File: config.mk
export PLATFORM = sky130hd
export DESIGN_NAME = hex_entry_ctrl
export DESIGN_NICKNAME = d
export VERILOG_FILES = /design/src/rtl/hex_entry_ctrl.sv
export SDC_FILE = /design/constraint.sdc
export NUM_CORES = 1
export LEC_CHECK = 0
export BUFFER_PORTS_ARGS = -buffer_cell sky130_fd_sc_hd__buf_4
export CORE_MARGIN = 3
export CORE_UTILIZATION = 35
export CTS_CLUSTER_DIAMETER = 150
export CTS_CLUSTER_SIZE = 12
export DETAILED_ROUTE_END_ITERATION = 7
export PLACE_DENSITY_LB_ADDON = 0.12
export SETUP_SLACK_MARGIN = 0.02
export SLEW_MARGIN = 20
export SYNTH_ARGS = -nofsm -noshare
export SYNTH_HDL_FRONTEND = slang
export SYNTH_SLANG_ARGS = --single-unit
export TNS_END_PERCENT = 30
File: constraint.sdc
create_clock -name CLOCK_50 -period 3.6 [get_ports CLOCK_50]
set_input_delay 0.72 -clock CLOCK_50 [delete_from_list [all_inputs] [get_ports CLOCK_50]]
set_output_delay 0.72 -clock CLOCK_50 [all_outputs]
set_load 0.01 [all_outputs]
File: src/rtl/hex_entry_ctrl.sv
// Four-digit hex entry controller for the 7-segment bank.
// Two debounced keys (enter, clear) fill the four display positions left to right, with a blinking cursor.
module hex_entry_ctrl #(
    parameter int DEBOUNCE_CYCLES = 1000000,
    parameter int BLINK_DIV       = 25000000
) (
    input  logic       CLOCK_50,
    input  logic       resetn,
    input  logic [3:0] SW,
    input  logic       KEY_ENTER,
    input  logic       KEY_CLEAR,
    output logic [0:6] HEX3,
    output logic [0:6] HEX2,
    output logic [0:6] HEX1,
    output logic [0:6] HEX0,
    output logic [1:0] ptr,
    output logic       full
);

    localparam int DW = (DEBOUNCE_CYCLES > 1) ? $clog2(DEBOUNCE_CYCLES) : 1;
    localparam int BW = (BLINK_DIV > 1) ? $clog2(BLINK_DIV) : 1;
    localparam logic [DW-1:0] DB_LAST    = DW'(DEBOUNCE_CYCLES - 1);
    localparam logic [BW-1:0] BLINK_LAST = BW'(BLINK_DIV - 1);
    localparam logic [0:6]    BLANK      = 7'b1111111;
    localparam logic [0:6]    CURSOR     = 7'b1110111;

    typedef enum logic [1:0] {
        EMPTY,
        ENTRY,
        FULL
    } state_t;

    logic [1:0]         keys;
    logic [1:0]         sync1_q;
    logic [1:0]         sync2_q;
    logic [1:0]         deb_q;
    logic [1:0]         press_q;
    logic [1:0][DW-1:0] debCnt_q;

    logic               enterEvt;
    logic               clearEvt;

    state_t             state_q, state_d;
    logic [3:0][3:0]    digit_q, digit_d;
    logic [3:0]         valid_q, valid_d;
    logic [1:0]         ptr_q, ptr_d;
    logic               full_q, full_d;

    logic [BW-1:0]      blinkCnt_q;
    logic               phase_q;

    logic [3:0][0:6]    hex_q, hex_d;

    function automatic logic [0:6] seg7(input logic [3:0] v);
        logic [0:6] s;
        case (v)
            4'h0:    s = 7'b0000001;
            4'h1:    s = 7'b1001111;
            4'h2:    s = 7'b0010010;
            4'h3:    s = 7'b0000110;
            4'h4:    s = 7'b1001100;
            4'h5:    s = 7'b0100100;
            4'h6:    s = 7'b0100000;
            4'h7:    s = 7'b0001101;
            4'h8:    s = 7'b0000000;
            4'h9:    s = 7'b0000100;
            4'hA:    s = 7'b0001000;
            4'hB:    s = 7'b1100000;
            4'hC:    s = 7'b0110001;
            4'hD:    s = 7'b1000010;
            4'hE:    s = 7'b0110000;
            default: s = 7'b0111000;
        endcase
        return s;
    endfunction

    assign keys = {KEY_CLEAR, KEY_ENTER};

    // Bit 0 is the enter key, bit 1 the clear key; press_q pulses for one cycle on a debounced fall.
    always_ff @(posedge CLOCK_50 or negedge resetn) begin
        if (!resetn) begin
            sync1_q  <= '1;
            sync2_q  <= '1;
            deb_q    <= '1;
            press_q  <= '0;
            debCnt_q <= '0;
        end else begin
            sync1_q <= keys;
            sync2_q <= sync1_q;
            for (int i = 0; i < 2; i++) begin
                press_q[i] <= 1'b0;
                if (sync2_q[i] == deb_q[i]) begin
                    debCnt_q[i] <= '0;
                end else if (debCnt_q[i] == DB_LAST) begin
                    deb_q[i]    <= sync2_q[i];
                    debCnt_q[i] <= '0;
                    press_q[i]  <= ~sync2_q[i];
                end else begin
                    debCnt_q[i] <= debCnt_q[i] + DW'(1);
                end
            end
        end
    end

    assign enterEvt = press_q[0];
    assign clearEvt = press_q[1];

    always_ff @(posedge CLOCK_50 or negedge resetn) begin
        if (!resetn) begin
            state_q <= EMPTY;
            digit_q <= '0;
            valid_q <= '0;
            ptr_q   <= '0;
            full_q  <= 1'b0;
        end else begin
            state_q <= state_d;
            digit_q <= digit_d;
            valid_q <= valid_d;
            ptr_q   <= ptr_d;
            full_q  <= full_d;
        end
    end

    // Clear outranks a simultaneous enter.
    always_comb begin
        state_d = state_q;
        digit_d = digit_q;
        valid_d = valid_q;
        ptr_d   = ptr_q;
        full_d  = full_q;
        if (clearEvt) begin
            state_d = EMPTY;
            digit_d = '0;
            valid_d = '0;
            ptr_d   = '0;
            full_d  = 1'b0;
        end else begin
            case (state_q)
                EMPTY, ENTRY: begin
                    if (enterEvt) begin
                        digit_d[ptr_q] = SW;
                        valid_d[ptr_q] = 1'b1;
                        if (ptr_q == 2'd3) begin
                            full_d  = 1'b1;
                            state_d = FULL;
                        end else begin
                            ptr_d   = ptr_q + 2'd1;
                            state_d = ENTRY;
                        end
                    end
                end
                default: ;
            endcase
        end
    end

    always_ff @(posedge CLOCK_50 or negedge resetn) begin
        if (!resetn) begin
            blinkCnt_q <= '0;
            phase_q    <= 1'b1;
        end else if (blinkCnt_q == BLINK_LAST) begin
            blinkCnt_q <= '0;
            phase_q    <= ~phase_q;
        end else begin
            blinkCnt_q <= blinkCnt_q + BW'(1);
        end
    end

    // Position p is shown on HEX(3-p); the cursor only appears on an empty slot before the bank is full.
    always_comb begin
        for (int p = 0; p < 4; p++) begin
            hex_d[p] = BLANK;
            if (valid_q[p]) begin
                hex_d[p] = seg7(digit_q[p]);
            end else if (ptr_q == 2'(p) && state_q != FULL) begin
                hex_d[p] = phase_q ? CURSOR : BLANK;
            end
        end
    end

    always_ff @(posedge CLOCK_50 or negedge resetn) begin
        if (!resetn) begin
            hex_q <= {4{BLANK}};
        end else begin
            hex_q <= hex_d;
        end
    end

    assign HEX3 = hex_q[0];
    assign HEX2 = hex_q[1];
    assign HEX1 = hex_q[2];
    assign HEX0 = hex_q[3];
    assign ptr  = ptr_q;
    assign full = full_q;

endmodule

==> impl_results.md <==
- Status: complete, no violations
- Crit start category: flip-flop
- Maxcap violations: 0
- Worst Path Arrival: 2.45 ns
- Setup Buffers After CTS: 0
- Clk Latency, worst-skew pair: 0.42 ns
- Clk sinks: 127
- Worst-Margin Slew: 0.854 ns
- Largest net degree at the start of global routing: 61
- Die ar.: 19900 sq um
- Die Height: 141 um
- Hold_buf cts: 0
- Critical path type: flip-flop to flip-flop
- Ys flop type: dfrtp_1
- Finished Layout Cells: 897
- Initial Util: 36.4%
- Clock skew: 0.00704 ns
- Routed wire length: 12800 um
- CP Max Fanout: 13
- Vias per std cell: 5.17
- CP required: 3.89 ns
- Post-synthesis register bit count: 127
- Mapped Cells: 623
- Final setup margin: 1.44 ns
- Max_slew headroom: 42.5%
- FP Rows: 48
- Routed length per instance: 14.3 um
- Worst slack at placement: 1.26 ns
- Total GRT Usage: 13.9%
- Synth area leader: dfrtp_1
- CTS Root Cell: clkbuf_16
- RSZ-0062 raised after global routing: false
- Placed cell count: 865
- Initial DRC count: 146
- Syn avg cell area: 10.2 sq um
- Tightest Hold Check Type: input port to asynchronous set/reset pin
- IO Pins: 39
- Core Box Area: 17500 sq um
- Vias in the first global route: 4655
- Setup TNS: 0 ns
- Slew Viols, Final: 0
- First-pass GRT wire length: 22600 um
- TritonCTS Buffers: 17
- H-tree levels: 4
- Cts repair resizes: 0
- Total grt overflow: 0
- PortBufs: 38
- Clock transition at the registers of the reported paths: 0.05 ns
- Final Setup Violations: 0
- Vias: 4638
- Die X: 141 um
- Achievable Freq: 462 MHz
- Ys async rst share: 100%
- Syn Std Cell Area: 6370 sq um
- Filler cells: 1708
- Cell variety after synth: 47
- HPWL Detailed: 8960 um
- Top cell type's share of synthesized area: 36.1%
- Net count reported at finish: 694
- TritonRoute pass-1 iters: 4
- Worst hold slack: 0.215 ns
- Power per cell area: 434 nW/um^2
- Final antenna-violating net count: 0
- Leakage: 3.23 nW
- Peak supply drop: 0.346 mV
- Post-synth EDFFs: 0
- Final period util: 60.1%
- Final Util: 42.8%
- Post-synthesis net count: 658
- P&R area growth vs syn: 17.7%
- # diodes: 0
- Tmin final: 2.16 ns
- Share of layout cells above drive strength 1: 18.9%
- Seq/Total Area, Yosys: 50.5%
- Final hold vios: 0
- Drt drc: 0
- Initial antenna violation count: 0
- Critical path capture point type: flip-flop
- Longest Clk Path Bufs: 2
- Final GP Congestion: 0.802
- Yosys Warn Count: 0
- Leading post-synthesis cells by cell area: dfrtp_1, dfstp_2, ha_1
- CTS tree: yes
cells by family after synthesis:
group                    count (synthesis)  synth area share, %
XOR/XNOR                                46                 6.32
AO/OA/AOI/OAI                           91                 9.03
AND/OR/NAND/NOR                        255                 20.8
flip-flops                             127                 50.5
buffers and inverters                   52                 3.14
multiplexers                            25                 4.85
adder cells (fa/ha/maj)                 27                 5.30
per-layer routing:
metal	track usage, %	wire [um]	part of all wire (%)	vias up
met5	0	0	0	-
met4	5.25	179	1.4	0
met3	3.83	445	3.5	12
met2	22.5	6120	48	54
met1	17.9	6090	47	2283
li1	-	-	-	2289
area by class of cell:
class | count | area [sq um] | share of cell area [%]
clock buffer | 27 | 523 | 6.97
clock inverter | 5 | 75.1 | 1.00
inverter | 27 | 101 | 1.35
multi-input combinational | 444 | 2970 | 39.6
sequential | 127 | 3220 | 42.9
tap | 225 | 282 | 3.75
timing repair buffer | 42 | 328 | 4.37
layout by cell type (no fill, tap or decap), drive strengths merged, types with 22 or more instances in the layout:
cell type and instances:
buf 42, dfrtp 92, xor2 23, nand3 41, nor2 58, dfstp 35, ha 27, xnor2 23
nand4 22, clkbuf 27, a21oi 35, nand2 57, inv 27
final timing paths:
path,startpoint,endpoint,slack [ns],depth (start not counted)
min,resetn,blinkCnt_q[22],0.21,1
max,debCnt_q[16],debCnt_q[14],1.44,5
min in group CLOCK_50,sync1_q[0],sync2_q[0],0.36,0
max reg2reg,debCnt_q[16],debCnt_q[14],1.44,5
min reg2reg,sync1_q[0],sync2_q[0],0.36,0
max in group asynchronous,resetn,debCnt_q[37],2.53,2
state kept, by name, summed over array words and instances, names as in the netlist:
name        flops
HEX0            7
HEX1            7
HEX2            7
HEX3            7
blinkCnt_q     25
debCnt_q       40
deb_q           2
digit_q        16
full            1
phase_q         1
press_q         2
ptr             2
state_q         2
sync1_q         2
sync2_q         2
valid_q         4
power by group:
part / switching (mW) / internal [mW]
Combinational: 0.0534 / 0.0252
Sequential: 0.0141 / 1.44
Clock: 0.594 / 1.13
Total: 0.661 / 2.59
through the flow:
stage               cell area (sq um)  total power [mW]
finish                           7500              3.26
global route                     7500              3.39
CTS                              7490              3.30
detailed placement               6900              1.56
global placement                 6900              1.56
floorplan                        6370              1.51
synth_stat cells, types with 2 or more instances:
library cell / count
nor2b_1: 3
buf_1: 2
nor4_1: 13
xor2_1: 23
ha_1: 27
nand4_1: 21
and2_1: 4
a21oi_1: 35
a31oi_1: 4
mux2_2: 7
o21ai_0: 18
nand2b_1: 6
nor4b_1: 2
nand3_2: 2
nand3_1: 39
nor2_1: 58
or4b_1: 2
inv_1: 27
clkbuf_1: 19
o31ai_1: 6
a221o_1: 2
xnor2_1: 23
o311ai_0: 6
and3_1: 7
nand2_1: 57
and4_1: 7
buf_2: 4
or4_1: 7
mux4_2: 4
nor3_1: 7
dfstp_2: 35
o211ai_1: 12
o221ai_1: 4
or3b_2: 2
dfrtp_1: 92
or3_1: 12
mux2i_1: 14
critical path, stage by stage, from the launching register on:
cell and delay (ns):
dfrtp_1 0.40, nand3_1 0.15, or4b_1 0.56, o31ai_2 0.57, buf_4 0.30, a21oi_1 0.06
Power figures use the tool's default switching activity.
